==> src/rtl/vga_scanout_if.sv <==
// Framebuffer-side bus for vga_scanout.
// Carries the plot request stream coming from the drawing blocks and the
// write/read ports of the external dual-port frame RAM.
//   master : the scanout block (consumes plot requests, drives both RAM ports)
//   slave  : the environment (drawing sweepers plus the frame RAM)
// Signals:
//   CounterX/CounterY [7:0]  plot coordinate
//   plot                     one pixel write request per cycle while high
//   color [11:0]             {R,G,B} 4 bits each
//   wr_addr/wr_data/wr_en    RAM write port
//   rd_addr/rd_data          RAM read port, rd_data valid one cycle after rd_addr
interface vga_scanout_if;
    logic [7:0]  CounterX;
    logic [7:0]  CounterY;
    logic        plot;
    logic [11:0] color;
    logic [14:0] wr_addr;
    logic [11:0] wr_data;
    logic        wr_en;
    logic [14:0] rd_addr;
    logic [11:0] rd_data;

    modport master (
        input  CounterX, CounterY, plot, color,
        output wr_addr, wr_data, wr_en,
        output rd_addr,
        input  rd_data
    );

    modport slave (
        output CounterX, CounterY, plot, color,
        input  wr_addr, wr_data, wr_en,
        input  rd_addr,
        output rd_data
    );
endinterface

==> src/rtl/vga_scanout.sv <==
// Display end of the 160x120 framebuffer path.
// Turns plot requests into frame RAM writes and, independently, generates
// 640x480@60 VGA timing, reads the framebuffer with 4x4 pixel replication and
// drives registered RGB444, sync and blank outputs.
// Ports:
//   clk          25 MHz pixel clock
//   reset        asynchronous, active-high
//   bus          plot stream in, frame RAM write/read ports out (see vga_scanout_if)
//   vga_r/g/b    pixel color, 0 outside the visible area
//   vga_hs       hsync, active low
//   vga_vs       vsync, active low
//   vga_blank_n  high during the visible area
//   frame_done   one-cycle pulse when the counters return to (0,0)
module vga_scanout #(
    parameter int unsigned H_VIS  = 640,
    parameter int unsigned H_FP   = 16,
    parameter int unsigned H_SYNC = 96,
    parameter int unsigned H_BP   = 48,
    parameter int unsigned V_VIS  = 480,
    parameter int unsigned V_FP   = 10,
    parameter int unsigned V_SYNC = 2,
    parameter int unsigned V_BP   = 33
) (
    input  logic          clk,
    input  logic          reset,
    vga_scanout_if.master bus,
    output logic [3:0]    vga_r,
    output logic [3:0]    vga_g,
    output logic [3:0]    vga_b,
    output logic          vga_hs,
    output logic          vga_vs,
    output logic          vga_blank_n,
    output logic          frame_done
);

    localparam int unsigned CNT_W  = 10;
    localparam int unsigned ADDR_W = 15;
    localparam int unsigned PIX_W  = 12;
    localparam int unsigned FB_W   = 160;
    localparam int unsigned FB_H   = 120;

    localparam logic [CNT_W-1:0] H_LAST     = CNT_W'(H_VIS + H_FP + H_SYNC + H_BP - 1);
    localparam logic [CNT_W-1:0] V_LAST     = CNT_W'(V_VIS + V_FP + V_SYNC + V_BP - 1);
    localparam logic [CNT_W-1:0] H_VIS_END  = CNT_W'(H_VIS);
    localparam logic [CNT_W-1:0] V_VIS_END  = CNT_W'(V_VIS);
    localparam logic [CNT_W-1:0] H_SYNC_BEG = CNT_W'(H_VIS + H_FP);
    localparam logic [CNT_W-1:0] H_SYNC_END = CNT_W'(H_VIS + H_FP + H_SYNC - 1);
    localparam logic [CNT_W-1:0] V_SYNC_BEG = CNT_W'(V_VIS + V_FP);
    localparam logic [CNT_W-1:0] V_SYNC_END = CNT_W'(V_VIS + V_FP + V_SYNC - 1);
    localparam logic [7:0]       X_LIMIT    = 8'(FB_W);
    localparam logic [7:0]       Y_LIMIT    = 8'(FB_H);

    // Raster position
    logic [CNT_W-1:0]  h_cnt;
    logic [CNT_W-1:0]  v_cnt;

    // Position decode
    logic              h_last_c;
    logic              v_last_c;
    logic              visible_c;
    logic              hs_c;
    logic              vs_c;
    logic [ADDR_W-1:0] rd_addr_c;

    // Plot decode
    logic              plot_ok_c;
    logic [ADDR_W-1:0] plot_addr_c;

    // Stage 1: timing flags aligned with rd_data
    logic              vis_d1;
    logic              hs_d1;
    logic              vs_d1;

    //------------------------------------------------------------------
    // Write path
    //------------------------------------------------------------------

    // Accept only on-screen coordinates; address = x + y*160 via shifts.
    always_comb begin
        plot_ok_c   = bus.plot && (bus.CounterX < X_LIMIT) && (bus.CounterY < Y_LIMIT);
        plot_addr_c = ADDR_W'(bus.CounterX)
                    + (ADDR_W'(bus.CounterY) << 7)
                    + (ADDR_W'(bus.CounterY) << 5);
    end

    // Address/data hold their last accepted value when nothing is written.
    always_ff @(posedge clk or posedge reset) begin
        if (reset) begin
            bus.wr_en   <= 1'b0;
            bus.wr_addr <= '0;
            bus.wr_data <= '0;
        end else begin
            bus.wr_en <= plot_ok_c;
            if (plot_ok_c) begin
                bus.wr_addr <= plot_addr_c;
                bus.wr_data <= bus.color;
            end
        end
    end

    //------------------------------------------------------------------
    // Timing generator
    //------------------------------------------------------------------

    // Line/frame position decode; sync levels are active low.
    always_comb begin
        h_last_c  = (h_cnt == H_LAST);
        v_last_c  = (v_cnt == V_LAST);
        visible_c = (h_cnt < H_VIS_END) && (v_cnt < V_VIS_END);
        hs_c      = !((h_cnt >= H_SYNC_BEG) && (h_cnt <= H_SYNC_END));
        vs_c      = !((v_cnt >= V_SYNC_BEG) && (v_cnt <= V_SYNC_END));
    end

    // Raster counters; frame_done marks the cycle the counters sit at (0,0)
    // after wrapping, so the reset-origin cycle never pulses.
    always_ff @(posedge clk or posedge reset) begin
        if (reset) begin
            h_cnt      <= '0;
            v_cnt      <= '0;
            frame_done <= 1'b0;
        end else begin
            frame_done <= h_last_c && v_last_c;
            if (h_last_c) begin
                h_cnt <= '0;
                v_cnt <= v_last_c ? '0 : v_cnt + CNT_W'(1);
            end else begin
                h_cnt <= h_cnt + CNT_W'(1);
            end
        end
    end

    //------------------------------------------------------------------
    // Read path
    //------------------------------------------------------------------

    // 4x4 replication: framebuffer cell = (h/4, v/4); parked at 0 in blanking.
    always_comb begin
        rd_addr_c = '0;
        if (visible_c) begin
            rd_addr_c = ADDR_W'(h_cnt[CNT_W-1:2])
                      + (ADDR_W'(v_cnt[CNT_W-1:2]) << 7)
                      + (ADDR_W'(v_cnt[CNT_W-1:2]) << 5);
        end
    end

    assign bus.rd_addr = rd_addr_c;

    // Stage 1: delay timing flags by the RAM read latency.
    always_ff @(posedge clk or posedge reset) begin
        if (reset) begin
            vis_d1 <= 1'b0;
            hs_d1  <= 1'b1;
            vs_d1  <= 1'b1;
        end else begin
            vis_d1 <= visible_c;
            hs_d1  <= hs_c;
            vs_d1  <= vs_c;
        end
    end

    // Stage 2: output registers; color forced to black outside the visible area.
    always_ff @(posedge clk or posedge reset) begin
        if (reset) begin
            vga_r       <= '0;
            vga_g       <= '0;
            vga_b       <= '0;
            vga_hs      <= 1'b1;
            vga_vs      <= 1'b1;
            vga_blank_n <= 1'b0;
        end else begin
            vga_r       <= vis_d1 ? bus.rd_data[PIX_W-1:8] : 4'h0;
            vga_g       <= vis_d1 ? bus.rd_data[7:4]       : 4'h0;
            vga_b       <= vis_d1 ? bus.rd_data[3:0]       : 4'h0;
            vga_hs      <= hs_d1;
            vga_vs      <= vs_d1;
            vga_blank_n <= vis_d1;
        end
    end

    //------------------------------------------------------------------
    // Invariants
    //------------------------------------------------------------------

    // Counters stay inside the frame.
    assert property (@(posedge clk) disable iff (reset)
        (h_cnt <= H_LAST) && (v_cnt <= V_LAST));

    // The frame pulse only ever coincides with the raster origin.
    assert property (@(posedge clk) disable iff (reset)
        frame_done |-> ((h_cnt == '0) && (v_cnt == '0)));

    // Writes never land outside the 160x120 framebuffer.
    assert property (@(posedge clk) disable iff (reset)
        bus.wr_en |-> (bus.wr_addr < ADDR_W'(FB_W * FB_H)));

endmodule

==> src/flat_wrapper.sv <==
// flat-port wrapper written by rule: the top's interface ports become plain ports
module vga_scanout_flat 
#(
    parameter int unsigned H_VIS  = 640,
    parameter int unsigned H_FP   = 16,
    parameter int unsigned H_SYNC = 96,
    parameter int unsigned H_BP   = 48,
    parameter int unsigned V_VIS  = 480,
    parameter int unsigned V_FP   = 10,
    parameter int unsigned V_SYNC = 2,
    parameter int unsigned V_BP   = 33
)
  (clk, reset, vga_r, vga_g, vga_b, vga_hs, vga_vs, vga_blank_n, frame_done, bus_CounterX, bus_CounterY, bus_plot, bus_color, bus_wr_addr, bus_wr_data, bus_wr_en, bus_rd_addr, bus_rd_data);
  vga_scanout_if bus_i ();
  input  logic clk;
  input  logic reset;
  output logic [3:0] vga_r;
  output logic [3:0] vga_g;
  output logic [3:0] vga_b;
  output logic vga_hs;
  output logic vga_vs;
  output logic vga_blank_n;
  output logic frame_done;
  input wire logic [$bits(bus_i.CounterX)-1:0] bus_CounterX;
  input wire logic [$bits(bus_i.CounterY)-1:0] bus_CounterY;
  input wire logic [$bits(bus_i.plot)-1:0] bus_plot;
  input wire logic [$bits(bus_i.color)-1:0] bus_color;
  output wire logic [$bits(bus_i.wr_addr)-1:0] bus_wr_addr;
  output wire logic [$bits(bus_i.wr_data)-1:0] bus_wr_data;
  output wire logic [$bits(bus_i.wr_en)-1:0] bus_wr_en;
  output wire logic [$bits(bus_i.rd_addr)-1:0] bus_rd_addr;
  input wire logic [$bits(bus_i.rd_data)-1:0] bus_rd_data;
  assign bus_i.CounterX = bus_CounterX;
  assign bus_i.CounterY = bus_CounterY;
  assign bus_i.plot = bus_plot;
  assign bus_i.color = bus_color;
  assign bus_wr_addr = bus_i.wr_addr;
  assign bus_wr_data = bus_i.wr_data;
  assign bus_wr_en = bus_i.wr_en;
  assign bus_rd_addr = bus_i.rd_addr;
  assign bus_i.rd_data = bus_rd_data;
  vga_scanout #(.H_VIS(H_VIS), .H_FP(H_FP), .H_SYNC(H_SYNC), .H_BP(H_BP), .V_VIS(V_VIS), .V_FP(V_FP), .V_SYNC(V_SYNC), .V_BP(V_BP)) u_core (.clk(clk), .reset(reset), .bus(bus_i), .vga_r(vga_r), .vga_g(vga_g), .vga_b(vga_b), .vga_hs(vga_hs), .vga_vs(vga_vs), .vga_blank_n(vga_blank_n), .frame_done(frame_done));
endmodule
==> config.mk <==
export PLATFORM = sky130hd
export DESIGN_NAME = vga_scanout_flat
export DESIGN_NICKNAME = d
export VERILOG_FILES = /design/src/rtl/vga_scanout_if.sv /design/src/rtl/vga_scanout.sv /design/src/flat_wrapper.sv
export SDC_FILE = /design/constraint.sdc
export NUM_CORES = 1
export LEC_CHECK = 0
export BUFFER_PORTS_ARGS = -buffer_cell sky130_fd_sc_hd__buf_2
export CAP_MARGIN = 20
export CORE_ASPECT_RATIO = 0.7
export CORE_MARGIN = 2
export CORE_UTILIZATION = 35
export CTS_CLUSTER_SIZE = 10
export DETAILED_ROUTE_END_ITERATION = 10
export PLACE_DENSITY = 0.56
export SLEW_MARGIN = 20
export SYNTH_ARGS = -nofsm -noshare
export SYNTH_HDL_FRONTEND = slang
export SYNTH_SLANG_ARGS = --single-unit
==> constraint.sdc <==
create_clock -name clk -period 6.6 [get_ports clk]
set_input_delay 0.33 -clock clk [delete_from_list [all_inputs] [get_ports clk]]
set_output_delay 0.33 -clock clk [all_outputs]
set_load 0.02 [all_outputs]
==> impl_metrics.prom <==
# TYPE chip_impl_metric gauge
chip_impl_info{name="result_of_the_run",value="complete, no violations"} 1
chip_impl_metric{name="vdd.ir_drop.worst",unit="mV"} 0.148
chip_impl_metric{name="detail_route.drc_violations",unit=""} 0
chip_impl_metric{name="wire_length_of_the_first_global_routing_pass",unit="µm"} 12200
chip_impl_metric{name="gp_routability_congestion",unit=""} 0.813
chip_impl_metric{name="maxCapViolations",unit=""} 0
chip_impl_metric{name="post-cts-setup-buffer-count",unit=""} 0
chip_impl_metric{name="postSynthNetCount",unit=""} 414
chip_impl_metric{name="worst_slew_margin_rel",unit="%"} 43.5
chip_impl_metric{name="post_cts_resize_count",unit=""} 0
chip_impl_metric{name="std_cell_rows",unit=""} 31
chip_impl_metric{name="final_net_count",unit=""} 519
chip_impl_metric{name="crit_path_max_fanout",unit=""} 8
chip_impl_metric{name="syn_area",unit="µm²"} 3670
chip_impl_metric{name="setup_viol_count_final",unit=""} 0
chip_impl_metric{name="synth_edf_count",unit=""} 0
chip_impl_metric{name="buffers_on_ports",unit=""} 101
chip_impl_info{name="synth_largest_area_cell",value="sky130_fd_sc_hd__dfrtp_1"} 1
chip_impl_metric{name="synth_async_sr_flop_share",unit="%"} 100
chip_impl_metric{name="cts_max_level",unit=""} 3
chip_impl_metric{name="die_ar",unit="µm²"} 11300
chip_impl_metric{name="insertion_delay",unit="ns"} 0.32
chip_impl_metric{name="count_of_distinct_cell_types_in_the_synthesized_netlist",unit=""} 50
chip_impl_info{name="hold_class",value="input pin to flip-flop"} 1
chip_impl_metric{name="ys_seq_area_share",unit="%"} 45.8
chip_impl_metric{name="layout-area-overhead-vs-synth",unit="%"} 25.3
chip_impl_metric{name="synth_cells",unit=""} 332
chip_impl_metric{name="timing.final.max_slew_violations",unit=""} 0
chip_impl_metric{name="critical_path_required",unit="ns"} 6.27
chip_impl_info{name="critPathLaunchType",value="flip-flop"} 1
chip_impl_metric{name="synth.yosys.warnings",unit=""} 0
chip_impl_metric{name="clock_path_buffers",unit=""} 2
chip_impl_metric{name="routed_wl",unit="µm"} 7520
chip_impl_metric{name="cts_buffers",unit=""} 9
chip_impl_metric{name="worst_endpoint_data_arrival_time",unit="ns"} 2.98
chip_impl_metric{name="floorplan.die.width",unit="µm"} 126
chip_impl_info{name="cts_tree",value="done"} 1
chip_impl_metric{name="antenna_violating_nets_post_route",unit=""} 0
chip_impl_metric{name="antennaDiodeCount",unit=""} 0
chip_impl_metric{name="post_route_cells_drive_above_1_share",unit="%"} 33.5
chip_impl_metric{name="via_per_inst",unit=""} 4.86
chip_impl_metric{name="detail_route.wl_per_cell",unit="µm"} 13.1
chip_impl_metric{name="yosys.area.top_type_share",unit="%"} 43.0
chip_impl_metric{name="placed_wire_length_estimate_after_detailed_placement",unit="µm"} 5540
chip_impl_metric{name="largest_net_degree_at_the_start_of_global_routing",unit=""} 68
chip_impl_metric{name="power_leakage",unit="µW"} 0.00230
chip_impl_metric{name="layout_worst_path_cycle_share",unit="%"} 50.1
chip_impl_metric{name="min_period",unit="ns"} 3.31
chip_impl_metric{name="cts.clk_slew.worst_paths",unit="ns"} 0.05
chip_impl_metric{name="clock_sink_count",unit=""} 67
chip_impl_metric{name="core_area",unit="µm²"} 10300
chip_impl_metric{name="antenna_found_initial",unit=""} 0
chip_impl_info{name="postSynth.topFlopCell",value="sky130_fd_sc_hd__dfrtp_1"} 1
chip_impl_info{name="root_buffer",value="sky130_fd_sc_hd__clkbuf_16"} 1
chip_impl_info{name="synth_top_cells_by_area",value="sky130_fd_sc_hd__dfrtp_1 43%, sky130_fd_sc_hd__ha_1 12%, sky130_fd_sc_hd__mux2_2 6.1%, sky130_fd_sc_hd__and2_1 3.4%, sky130_fd_sc_hd__dfstp_2 2.9%"} 1
chip_impl_metric{name="hold_fix_buffer_count_after_cts",unit=""} 0
chip_impl_metric{name="timing.setup.tns",unit="ns"} 0
chip_impl_metric{name="layout.filler_cells",unit=""} 977
chip_impl_metric{name="initial_core_util",unit="%"} 35.7
chip_impl_metric{name="avgSynthCellArea",unit="µm²"} 11.0
chip_impl_info{name="critPathKind",value="flip-flop to primary output"} 1
chip_impl_info{name="final_cell_mix",value="101 x sky130_fd_sc_hd__buf_2, 63 x sky130_fd_sc_hd__dfrtp_1, 35 x sky130_fd_sc_hd__ha_1, 21 x sky130_fd_sc_hd__inv_1"} 1
chip_impl_metric{name="report.final.hold_viol_count",unit=""} 0
chip_impl_metric{name="finalCoreUtilization",unit="%"} 44.7
chip_impl_metric{name="max_clock_freq",unit="GHz"} 0.302
chip_impl_metric{name="skew",unit="ns"} 0.00659
chip_impl_info{name="most_common_library_cell_in_the_layout_ignoring_fill_and_taps",value="sky130_fd_sc_hd__buf_2"} 1
chip_impl_metric{name="die_outline_height",unit="µm"} 89.7
chip_impl_info{name="grt_setup_unrepaired",value="no"} 1
chip_impl_metric{name="first_global_vias",unit=""} 2507
chip_impl_metric{name="top_level_ports",unit=""} 102
chip_impl_metric{name="groute.usage.overall",unit="%"} 13.7
chip_impl_metric{name="grt-ovfl-total",unit=""} 0
chip_impl_metric{name="drtPass1Iterations",unit=""} 4
chip_impl_info{name="critPathCaptureType",value="primary output"} 1
chip_impl_metric{name="drt-initial-drc-count",unit=""} 99
chip_impl_metric{name="ys_seq_elements",unit=""} 67
chip_impl_metric{name="p_per_area",unit="nW/µm²"} 253
chip_impl_metric{name="routed_via_count",unit=""} 2788
chip_impl_metric{name="worstMarginPinSlew",unit="ns"} 0.848
cell type report:
cell class	count	area (µm²)	area share [%]
multi-input combinational	233	1830	39.8
sequential	67	1680	36.6
timing repair buffer	103	520	11.3
clock buffer	12	256	5.58
tap	132	165	3.59
inverter	23	91.3	1.99
clock inverter	4	50.0	1.09
cells in the mapped netlist, drive strengths merged, types with 6 or more instances:
cell,number
dfrtp,63
ha,35
inv,23
and2,20
mux2,20
nand2,20
o21ai,19
nor2,14
a21oi,9
xnor2,8
nand4,7
nor3,7
a211oi,6
and3,6
buf,6
nand3,6
state kept, by name, indices dropped and copies added, names as in the netlist:
| signal | flops |
|---|---|
| u_core.vga_blank_n | 1 |
| u_core.frame_done | 1 |
| u_core.bus.wr_addr | 15 |
| u_core.bus.wr_data | 12 |
| u_core.vga_r | 4 |
| u_core.vis_d1 | 1 |
| u_core.vga_hs | 1 |
| u_core.vga_vs | 1 |
| u_core.vga_g | 4 |
| u_core.bus.wr_en | 1 |
| u_core.vs_d1 | 1 |
| u_core.vga_b | 4 |
| u_core.hs_d1 | 1 |
| u_core.h_cnt | 10 |
| u_core.v_cnt | 10 |
power by group:
part / switching (µW) / leakage (µW) / internal, µW / total (µW)
sequential: 19.5 / 0.000815 / 454 / 474
combinational: 125 / 0.00134 / 86.5 / 211
clock: 168 / 0.000145 / 312 / 480
total: 312 / 0.00230 / 853 / 1160
critical path, stage by stage (launching register included):
cell and delay [ns]:
sky130_fd_sc_hd__dfrtp_1 0.45, sky130_fd_sc_hd__inv_1 0.11, sky130_fd_sc_hd__fa_1 0.59, sky130_fd_sc_hd__inv_1 0.06, sky130_fd_sc_hd__ha_1 0.30, sky130_fd_sc_hd__a211oi_1 0.36
sky130_fd_sc_hd__o21ai_0 0.17, sky130_fd_sc_hd__a31oi_1 0.23, sky130_fd_sc_hd__mux2i_1 0.21, sky130_fd_sc_hd__buf_2 0.18
worst paths after layout:
check,startpoint,end,slack (ns),depth (start not counted)
min reg2reg,u_core.vs_d1,u_core.vga_vs,0.36,0
max in group asynchronous,reset,u_core.bus.wr_data[1],5.78,3
min,bus_rd_data[3],u_core.vga_b[3],0.22,2
max,u_core.v_cnt[2],bus_rd_addr[13],3.29,9
max reg2reg,u_core.h_cnt[0],u_core.v_cnt[8],4.60,5
min in group asynchronous,reset,u_core.bus.wr_addr[9],0.23,3
per-layer routing:
metal | global-route usage, % | vias to the layer above | wire [µm] | share of wire [%]
li1 | - | 1391 | - | -
met1 | 19.5 | 1314 | 3820 | 51
met2 | 19.6 | 78 | 3190 | 42
met3 | 5.15 | 5 | 452 | 6.0
met4 | 4.00 | 0 | 51 | 0.68
met5 | 0 | - | 0 | 0
kinds of logic after synthesis:
group                      Yosys count  share of synthesized area [%]
xor gates and xnor gates            13                           3.10
DFF                                 67                           45.8
and+or+nand+nor                    101                           15.3
muxes                               24                           7.23
adders and majority gates           39                           14.1
AOI/OAI and AO/OA                   56                           10.1
buffers and inverters               32                           4.26
per-stage QoR:
stage	std cells	total power (µW)	cell area [µm²]	hold slack, ns	worst slack, ns
2_1_floorplan	332	617	3670	0.345	3.82
3_3_place_gp	558	692	4290	0.348	3.66
3_5_place_dp	558	695	4290	0.350	3.59
4_1_cts	574	1190	4600	0.198	3.22
5_1_grt	574	1230	4600	0.198	3.00
6_report	574	1160	4600	0.217	3.29
Power figures use the tool's default switching activity.
